`src/rtl/mips_wb_pkg.sv`:
```
// Shared constants and bundle types for the register-file
// writeback path.
package mips_wb_pkg;

  localparam int DATA_W = 32;
  localparam int ADDR_W = 5;
  localparam int NREG   = 1 << ADDR_W;

  localparam logic [ADDR_W-1:0] ZERO_REG = '0;

  typedef struct packed {
    logic [ADDR_W-1:0] addr;
    logic [DATA_W-1:0] data;
  } wb_entry_t;

endpackage

```
`src/rtl/wb_fifo.sv`:
```
// Strict FIFO of deferred long-latency writeback results.
// Pointers wrap modulo QDEPTH; full/empty come from count.
module wb_fifo
  import mips_wb_pkg::*;
#(
  parameter int QDEPTH = 4,
  localparam int PW = $clog2(QDEPTH),
  localparam int CW = PW + 1
) (
  input  logic      clk,
  input  logic      SYS_reset,
  input  logic      push,
  input  logic      pop,
  input  wb_entry_t din,
  output wb_entry_t dout,
  output logic [CW-1:0] count,
  output logic      full,
  output logic      empty
);

  wb_entry_t mem [QDEPTH];

  logic [PW-1:0] wr_ptr;
  logic [PW-1:0] rd_ptr;
  logic          do_push;
  logic          do_pop;

  assign full    = (count == CW'(QDEPTH));
  assign empty   = (count == '0);
  assign do_push = push && !full;
  assign do_pop  = pop && !empty;
  assign dout    = mem[rd_ptr];

  always_ff @(posedge clk or posedge SYS_reset) begin
    if (SYS_reset) begin
      wr_ptr <= '0;
      rd_ptr <= '0;
      count  <= '0;
    end else begin
      if (do_push) wr_ptr <= wr_ptr + 1'b1;
      if (do_pop)  rd_ptr <= rd_ptr + 1'b1;
      count <= count + CW'(do_push) - CW'(do_pop);
    end
  end

  always_ff @(posedge clk) begin
    if (do_push) mem[wr_ptr] <= din;
  end

endmodule

```
`src/rtl/reg_wb_arbiter.sv`:
```
// Register-file write-port master: pipeline writeback first,
// then queued/bypassed long-latency results, plus busy scoreboard.
module reg_wb_arbiter
  import mips_wb_pkg::*;
#(
  parameter int DATA_W = mips_wb_pkg::DATA_W,
  parameter int ADDR_W = mips_wb_pkg::ADDR_W,
  parameter int QDEPTH = 4,
  localparam int CW = $clog2(QDEPTH) + 1
) (
  input  logic              clk,
  input  logic              SYS_reset,
  input  logic              pipe_wb_valid,
  input  logic [ADDR_W-1:0] pipe_wb_addr,
  input  logic [DATA_W-1:0] pipe_wb_data,
  input  logic              lat_issue_valid,
  input  logic [ADDR_W-1:0] lat_issue_addr,
  input  logic              lat_done_valid,
  input  logic [ADDR_W-1:0] lat_done_addr,
  input  logic [DATA_W-1:0] lat_done_data,
  output logic              lat_done_ready,
  input  logic [ADDR_W-1:0] chk_addr1,
  input  logic [ADDR_W-1:0] chk_addr2,
  output logic              hazard_stall,
  output logic              REG_write_enable,
  output logic [ADDR_W-1:0] REG_address_wr,
  output logic [DATA_W-1:0] REG_write_data,
  output logic [CW-1:0]     q_count,
  output logic              sb_err
);

  logic [NREG-1:0] busy;
  wb_entry_t       q_head;
  wb_entry_t       q_din;
  logic            q_full;
  logic            q_empty;

  logic pipe_go;
  logic lat_acc;
  logic lat_nz;
  logic do_pop;
  logic do_bypass;
  logic do_push;
  logic do_issue;

  assign lat_done_ready = !SYS_reset && !q_full;
  assign lat_acc   = lat_done_valid && lat_done_ready;
  assign lat_nz    = (lat_done_addr != ZERO_REG);
  assign pipe_go   = pipe_wb_valid && (pipe_wb_addr != ZERO_REG);
  assign do_pop    = !pipe_go && !q_empty;
  // Bypass only when nothing older is queued, keeping FIFO order.
  assign do_bypass = !pipe_go && q_empty && lat_acc && lat_nz;
  assign do_push   = lat_acc && lat_nz && !do_bypass;
  assign do_issue  = lat_issue_valid
                  && (lat_issue_addr != ZERO_REG);

  assign q_din = '{addr: lat_done_addr, data: lat_done_data};

  wb_fifo #(.QDEPTH(QDEPTH)) u_fifo (
    .clk       (clk),
    .SYS_reset (SYS_reset),
    .push      (do_push),
    .pop       (do_pop),
    .din       (q_din),
    .dout      (q_head),
    .count     (q_count),
    .full      (q_full),
    .empty     (q_empty)
  );

  assign hazard_stall =
      ((chk_addr1 != ZERO_REG) && busy[chk_addr1])
   || ((chk_addr2 != ZERO_REG) && busy[chk_addr2]);

  always_ff @(posedge clk or posedge SYS_reset) begin
    if (SYS_reset) begin
      REG_write_enable <= 1'b0;
      REG_address_wr   <= '0;
      REG_write_data   <= '0;
    end else begin
      REG_write_enable <= 1'b0;
      unique case (1'b1)
        pipe_go: begin
          REG_write_enable <= 1'b1;
          REG_address_wr   <= pipe_wb_addr;
          REG_write_data   <= pipe_wb_data;
        end
        do_pop: begin
          REG_write_enable <= 1'b1;
          REG_address_wr   <= q_head.addr;
          REG_write_data   <= q_head.data;
        end
        do_bypass: begin
          REG_write_enable <= 1'b1;
          REG_address_wr   <= lat_done_addr;
          REG_write_data   <= lat_done_data;
        end
        default: ;
      endcase
    end
  end

  // Set is applied after clear so a same-cycle reissue wins.
  always_ff @(posedge clk or posedge SYS_reset) begin
    if (SYS_reset) begin
      busy   <= '0;
      sb_err <= 1'b0;
    end else begin
      if (do_pop)         busy[q_head.addr]   <= 1'b0;
      else if (do_bypass) busy[lat_done_addr] <= 1'b0;
      if (do_issue) begin
        busy[lat_issue_addr] <= 1'b1;
        if (busy[lat_issue_addr]) sb_err <= 1'b1;
      end
    end
  end

endmodule

```
`config.mk`:
```
export PLATFORM = sky130hd
export DESIGN_NAME = reg_wb_arbiter
export DESIGN_NICKNAME = d
export VERILOG_FILES = /design/src/rtl/mips_wb_pkg.sv /design/src/rtl/wb_fifo.sv /design/src/rtl/reg_wb_arbiter.sv
export SDC_FILE = /design/constraint.sdc
export NUM_CORES = 1
export LEC_CHECK = 0
export ABC_AREA = 1
export ABC_CLOCK_PERIOD_IN_PS = 9800
export BUFFER_PORTS_ARGS = -buffer_cell sky130_fd_sc_hd__buf_2
export CAP_MARGIN = 10
export CORE_UTILIZATION = 30
export DETAILED_ROUTE_END_ITERATION = 12
export PLACE_DENSITY = 0.44
export SYNTH_ARGS = -nofsm -noshare
export SYNTH_HDL_FRONTEND = slang
export SYNTH_SLANG_ARGS = --single-unit
```
`constraint.sdc`:
```
create_clock -name clk -period 9.8 [get_ports clk]
set_clock_uncertainty 0.05 [all_clocks]
set_input_delay 0.49 -clock clk [delete_from_list [all_inputs] [get_ports clk]]
set_output_delay 0.49 -clock clk [all_outputs]
set_load 0.05 [all_outputs]
```
==> impl_metrics.json, run 1 <==
{
  "yosysTopAreaCellShare_pct": 39.6,
  "crit_path_start_kind": "input pin",
  "critPathArrivalTime_ns": 3.49,
  "synthTopCellsByCount": "nand2_1, nand3_1, edfxtp_1",
  "ys_warn_count": 0,
  "ctsHtreeMaxLevel": 1,
  "setup_ws_ns": 6.43,
  "seq_area_mm2": 0.00640,
  "cpMostUsedCell": "nor2_4",
  "finalCritPeriodShare_pct": 34.4,
  "p_leak_uw": 0.00580,
  "synth.area.top_cells": "edfxtp_1, dfrtp_1, nand2_1, nand3_1, nor2_1",
  "insertion_delay_ns": 0.54,
  "grt_start_max_net_pins": 79,
  "hold_viol_final": 0,
  "yosysTopAreaCell": "edfxtp_1",
  "cp_slowest_stage_delay_ns": 0.65,
  "r2r_setup_slack_ns": 6.44,
  "drt_iter0_drc": 632,
  "avgSynthCellArea_um2": 8.46,
  "vias_per_cell": 4.83,
  "antenna_found_initial": 1,
  "finalSetupViolations": 0,
  "min_delay_path_depth": 1,
  "vias": 9365,
  "status": "finished, final reports clean",
  "overflow": 0,
  "synthFlopType": "edfxtp_1",
  "firstDrtPassIters": 7,
  "crit_type": "in -> reg",
  "postCtsResizedCells": 0,
  "ys_async_sr_fraction_pct": 34.5,
  "max_freq_mhz": 296,
  "drive_above_1_share_pct": 15.0,
  "final.fill_count": 3812,
  "synth_edf_count": 148,
  "gp_congestion": 0.829,
  "critical_path.endpoint_type": "flop",
  "powerDensity_mw_per_mm2": 292,
  "final_area_mm2": 0.0132,
  "yosysMostFrequentCell": "nand2_1",
  "core_mm2": 0.0367,
  "area_growth_pct": 17.2,
  "gr-usage-all-layers_pct": 18.7,
  "fp.dieH_um": 195,
  "cap_violations": 0,
  "slew_violations": 0,
  "setup_tns_ns": 0,
  "placed_area_mm2": 0.0123,
  "io_buffers": 137,
  "final.min_clock_period_ns": 3.37,
  "die_w_um": 195,
  "grt_pass1_wl_um": 54900,
  "netlist_area_mm2": 0.0112,
  "ys_seq_area_share_pct": 56.9,
  "cts_sinks": 226,
  "io_pins": 138,
  "slowest_stage": "nor2_4",
  "cp_max_fo": 37,
  "wl_um": 35500,
  "max-vdd-ir-drop_v": 0.000150,
  "worstPathRequired_ns": 9.92,
  "synthesis.nets": 1429,
  "avgRoutedWirePerCell_um": 18.3,
  "power_uw": 3850,
  "synth_cell_types": 35,
  "ys_seq_elements": 226,
  "initial_core_util_pct": 30.6,
  "num-nets-final": 1551,
  "dieArea_mm2": 0.0382,
  "hold_path.class": "in -> reg",
  "cts-root-buf": "clkbuf_16",
  "clk_path_buf_depth": 3,
  "clkTransAtPathRegs_ns": 0.06,
  "pre_cts_ws_ns": 6.30,
  "multi_input_area_mm2": 0.00411,
  "cts_setup_buffers": 0,
  "grt_pass1_vias": 9198,
  "hpwl_um": 22600,
  "rows": 70,
  "syn_inst": 1328,
  "cts_inserted_buffers": 26,
  "whs_ns": 0.133,
  "worstRegToRegCells": 10,
  "worst_pin_slew_ns": 0.909,
  "detail-route-antenna-nets": 0,
  "rsz0062_at_grt": "no",
  "crit_path_cell_trace": "dlygate4sd3_1 > buf_2 > inv_4 > nand3_1 > nor2_4 > nand2_1 > nor2_4 > buf_4",
  "cts_tree": "built",
  "max_slew_margin_pct": 39.4,
  "route.detailed.drc": 0
}
-- stage by stage --
step	instances	utilization, %
after global routing	1938	35.9
after CTS	1938	35.9
after detailed placement	1889	33.6
final	1939	35.9
after floorplan	1328	-
after global placement	1889	33.6
-- routing by layer --
metal / wire length, um / global-route usage, % / up-vias / share of wire (%)
li1: - / - / 4590 / -
met1: 16500 / 25.7 / 4518 / 46
met2: 16900 / 31.5 / 216 / 47
met3: 1430 / 2.19 / 41 / 4.0
met4: 746 / 4.20 / 0 / 2.1
met5: 0 / 0 / - / 0
-- critical path, delay by kind of cell --
kind | cells | cell delay (ns)
AND/OR/NAND/NOR | 4 | 1.51
buffers and inverters | 4 | 1.45
-- what timing repair did --
item,CTS,global route
hold endpoints to repair,20,0
setup endpoints to repair,0,0
hold buffers,1,0
-- worst paths after layout --
kind | start | endpoint
max | SYS_reset | u_fifo.mem[2][5]$_DFFE_PP_
min | lat_done_data[23] | u_fifo.mem[0][23]$_DFFE_PP_
max reg2reg | u_fifo.count[1]$_DFF_PP0_ | u_fifo.count[2]$_DFF_PP0_
min reg2reg | sb_err$_DFFE_PP0P_ | sb_err$_DFFE_PP0P_
max in group asynchronous | SYS_reset | u_fifo.rd_ptr[0]$_DFFE_PP0P_
min in group asynchronous | SYS_reset | REG_write_data[23]$_DFFE_PP0P_
-- placed cells by master (no fill, tap or decap), types with 2 or more instances in the layout --
| master | netlist | layout |
|---|---|---|
| nor3_1 | 12 | 12 |
| nand3_1 | 174 | 174 |
| o21ai_0 | 21 | 21 |
| a21oi_1 | 53 | 53 |
| xor2_1 | 3 | 3 |
| o22ai_1 | 6 | 6 |
| clkinv_2 | 0 | 6 |
| o21ai_2 | 2 | 2 |
| nand4_1 | 7 | 7 |
| clkbuf_8 | 0 | 3 |
| nor2_2 | 4 | 4 |
| nor2_4 | 2 | 6 |
| dfrtp_1 | 78 | 77 |
| buf_4 | 12 | 13 |
| nand2_2 | 5 | 5 |
| o21ai_1 | 3 | 3 |
| a31oi_1 | 24 | 24 |
| buf_2 | 34 | 137 |
| nand2_1 | 459 | 459 |
| ha_1 | 6 | 6 |
| edfxtp_1 | 148 | 148 |
| clkbuf_1 | 8 | 8 |
| clkinv_1 | 3 | 6 |
| inv_1 | 108 | 107 |
| inv_2 | 8 | 8 |
| nor2_1 | 136 | 132 |
| clkbuf_16 | 0 | 26 |
-- report_power, final --
| group | internal, uW | leakage, uW | total, uW | switching, uW |
|---|---|---|---|---|
| registers | 1240 | 0.00223 | 1350 | 105 |
| clock network | 541 | 0.000405 | 941 | 400 |
| logic | 391 | 0.00317 | 1560 | 1170 |
-- registers in the layout, indices dropped and copies added (netlist names) --
signal            cells
REG_write_data       32
u_fifo.wr_ptr         2
REG_address_wr        5
u_fifo.mem          148
u_fifo.rd_ptr         2
sb_err                1
busy                 32
u_fifo.count          3
REG_write_enable      1
-- cells by family (layout without fill, tap and decap cells) --
logic type | after synthesis | count (layout) | synth area share (%)
compound gates | 112 | 112 | 5.51
fa+ha+maj | 7 | 7 | 0.847
simple gates | 803 | 803 | 29.7
flops | 226 | 226 | 56.9
other cells | 0 | 1 | 0
buf+inv | 176 | 318 | 6.73
xor+xnor | 4 | 4 | 0.312
-- area by class of cell --
type                       count  share of cell area [%]
clock buffer                  37                    5.49
clock inverter                11                   0.770
tap                          468                    4.45
multi-input combinational    926                    31.2
timing repair buffer         151                    6.03
inverter                     119                    3.41
antenna                        1                  0.0190
sequential                   226                    48.6
Note: power is estimated with default switching activity, not from simulation.
==> run 2: changes to the inputs <==
--- a/config.mk
+++ b/config.mk
@@ -6,12 +6,12 @@
 export NUM_CORES = 1
 export LEC_CHECK = 0
 export ABC_AREA = 1
-export ABC_CLOCK_PERIOD_IN_PS = 9800
+export ABC_CLOCK_PERIOD_IN_PS = 3100
 export BUFFER_PORTS_ARGS = -buffer_cell sky130_fd_sc_hd__buf_2
 export CAP_MARGIN = 10
 export CORE_UTILIZATION = 30
 export DETAILED_ROUTE_END_ITERATION = 12
-export PLACE_DENSITY = 0.44
+export PLACE_DENSITY = 0.45
 export SYNTH_ARGS = -nofsm -noshare
 export SYNTH_HDL_FRONTEND = slang
 export SYNTH_SLANG_ARGS = --single-unit
==> constraint.sdc (replaced) <==
create_clock -name clk -period 3.1 [get_ports clk]
set_clock_uncertainty 0.05 [all_clocks]
set_input_delay 0.155 -clock clk [delete_from_list [all_inputs] [get_ports clk]]
set_output_delay 0.155 -clock clk [all_outputs]
set_load 0.05 [all_outputs]
==> run 2 against run 1 <==
  * Non-clock buffer count increased by 92
  * Setup slack got worse by 6.2 ns
  * Die area unchanged
  * Utilization increased by 2.6 points
  * Global-route usage increased by 0.31 points
  * Register-to-register slack got worse by 6.1 ns
  * Combinational power increased to 3.2 times the previous value
  * Cell count increased by 4.7%
  * Critical path depth increased by 5
  * Sequential share of layout area decreased by 3.3 points
  * Flip-flop and latch count unchanged
  * Largest power group unchanged
==> impl_metrics.json, run 2 (synthesized netlist as in run 1, its figures left out) <==
{
  "status": "finished, final reports clean",
  "setup_tns_ns": 0,
  "grt_start_max_net_pins": 55,
  "critPathArrivalTime_ns": 3.28,
  "rsz0062_at_grt": "no",
  "cts_setup_buffers": 0,
  "final_cells": 2030,
  "utilization_pct": 38.5,
  "power_uw": 12500,
  "drive_above_1_share_pct": 15.4,
  "seq_area_mm2": 0.00640,
  "multi_input_area_mm2": 0.00411,
  "p_sw_uw": 5410,
  "die_w_um": 195,
  "whs_ns": 0.196,
  "worst_pin_slew_ns": 0.966,
  "insertion_delay_ns": 0.55,
  "num-nets-final": 1643,
  "cp_slowest_stage_delay_ns": 0.58,
  "gp_congestion": 0.821,
  "rows": 70,
  "internal_power_uw": 7120,
  "clk_path_buf_depth": 3,
  "detail-route-antenna-nets": 0,
  "powerDensity_mw_per_mm2": 887,
  "grtUsageMet2_pct": 32.5,
  "cts_sinks": 226,
  "p_leak_uw": 0.00622,
  "cpLargestDelayFamily": "buffers and inverters",
  "cts_inserted_buffers": 26,
  "vias_per_cell": 4.77,
  "cap_violations": 0,
  "initial_core_util_pct": 30.6,
  "hold_path.class": "in -> reg",
  "clockPowerShare_pct": 25.3,
  "final.fill_count": 3767,
  "met1_usage_pct": 25.8,
  "overflow": 0,
  "vias": 9691,
  "fp.dieH_um": 195,
  "crit_path_start_kind": "input pin",
  "ctsHtreeMaxLevel": 1,
  "clkTransAtPathRegs_ns": 0.06,
  "seq_power_share_pct": 34.3,
  "io_buffers": 137,
  "route.detailed.drc": 0,
  "slew_violations": 0,
  "grt_most_used_layer": "met2",
  "final.min_clock_period_ns": 2.84,
  "final_common_cell": "nand2_1",
  "drt_iter0_drc": 549,
  "cp_num_buf_inv": 7,
  "reg.largest.list": "u_fifo.mem: 148 flops, REG_write_data: 32 flops, busy: 32 flops",
  "cp_max_fo": 28,
  "gr-usage-all-layers_pct": 19.0,
  "crit_type": "in -> reg",
  "use_met3_pct": 2.07,
  "worstPathRequired_ns": 3.54,
  "num_antenna_cells": 0,
  "dp.cells": 1902,
  "finalSetupViolations": 0,
  "crit_path_cell_trace": "dlygate4sd3_1 > buf_2 > inv_1 > nand2_2 > nor2_2 > nor2_4 > buf_4 > nor2_4 > inv_2 > buf_4 > nor2_1 > a31oi_1 > dlygate4sd3_1",
  "grt_pass1_wl_um": 56100,
  "cts-root-buf": "clkbuf_16",
  "max_slew_margin_pct": 35.4,
  "finalCritPeriodShare_pct": 91.8,
  "antenna_found_initial": 0,
  "dieArea_mm2": 0.0382,
  "io_pins": 138,
  "p_comb_share_pct": 40.4,
  "firstDrtPassIters": 5,
  "max_freq_mhz": 352,
  "hold_viol_final": 0,
  "cts_tree": "built",
  "grt_pass1_vias": 9610,
  "layout_common_cells": "nand2_1, nand3_1, edfxtp_1, buf_2, nor2_1",
  "core_mm2": 0.0367,
  "wl_um": 36200,
  "slowest_stage": "dlygate4sd3_1",
  "critical_path.endpoint_type": "flop",
  "area_growth_pct": 25.8,
  "max-vdd-ir-drop_v": 0.000536,
  "avgRoutedWirePerCell_um": 17.9,
  "hpwl_um": 23600,
  "largest_reg_flops": 148,
  "sw_frac_of_total_pct": 43.1,
  "regMostFlops": "u_fifo.mem"
}
run 2: cell types whose count changed in the layout (fill, tap and decap cells not counted), moves of 3 or more:
cell and change:
buf_4 +13, clkbuf_1 -7, clkinvlp_4 +4, dlygate4sd3_1 +79
clkinv_4 +3
run 2: metal layers:
layer | vias up | part of all wire [%]
li1 | 4772 | -
met1 | 4665 | 46
met2 | 208 | 48
met3 | 46 | 3.8
met4 | 0 | 2.1
met5 | - | 0
run 2: layout make-up:
cell class / count / area share [%]
Multi-Input combinational cell: 926 / 29.1
Clock inverter: 17 / 1.28
Sequential cell: 226 / 45.3
Timing Repair Buffer: 243 / 11.9
Inverter: 119 / 3.19
Tap cell: 468 / 4.15
Clock buffer: 31 / 5.10
run 2: power by group through the flow:
stage               clock (uW)  sequential (uW)  combinational [uW]
global placement             0             4350                5000
detailed placement           0             4350                5040
CTS                       3250             4300                5130
finish                    3170             4300                5060
floorplan                    0             5210                2600
global route              3360             4370                5590
run 2: worst register-to-register path, cell delays in order (launching register included):
cell	delay [ns]
dfrtp_1	0.42
inv_2	0.07
nand3_1	0.09
nand3_1	0.16
nor2_4	0.14
buf_4	0.23
nor2_4	0.06
inv_2	0.44
buf_4	0.31
nor2_1	0.06
a31oi_1	0.14
dlygate4sd3_1	0.57
run 2: stage by stage:
step / instance area, um2 / worst slack (ns)
after floorplan: 11200 / -0.101
after global placement: 12400 / 0.578
after detailed placement: 12400 / 0.527
after CTS: 14100 / 0.310
after global routing: 14100 / 0.102
final: 14100 / 0.255
run 2: what timing repair did:
action,in CTS,in global routing
endpoints found under the hold margin,234,0
gates resized for setup,0,0
hold buffers,80,0
run 2: path summary, 6_finish.rpt:
path	startpoint	to	slack, ns	depth (start not counted)
max	lat_done_addr[0]	REG_write_data[25]$_DFFE_PP0P_	0.26	13
min	pipe_wb_valid	REG_address_wr[4]$_DFFE_PP0P_	0.20	6
max reg2reg	u_fifo.count[1]$_DFF_PP0_	REG_write_data[25]$_DFFE_PP0P_	0.31	11
min reg2reg	sb_err$_DFFE_PP0P_	sb_err$_DFFE_PP0P_	0.41	2
max in group asynchronous	SYS_reset	u_fifo.rd_ptr[0]$_DFFE_PP0P_	1.53	5
min in group asynchronous	SYS_reset	u_fifo.rd_ptr[1]$_DFFE_PP0P_	0.31	4
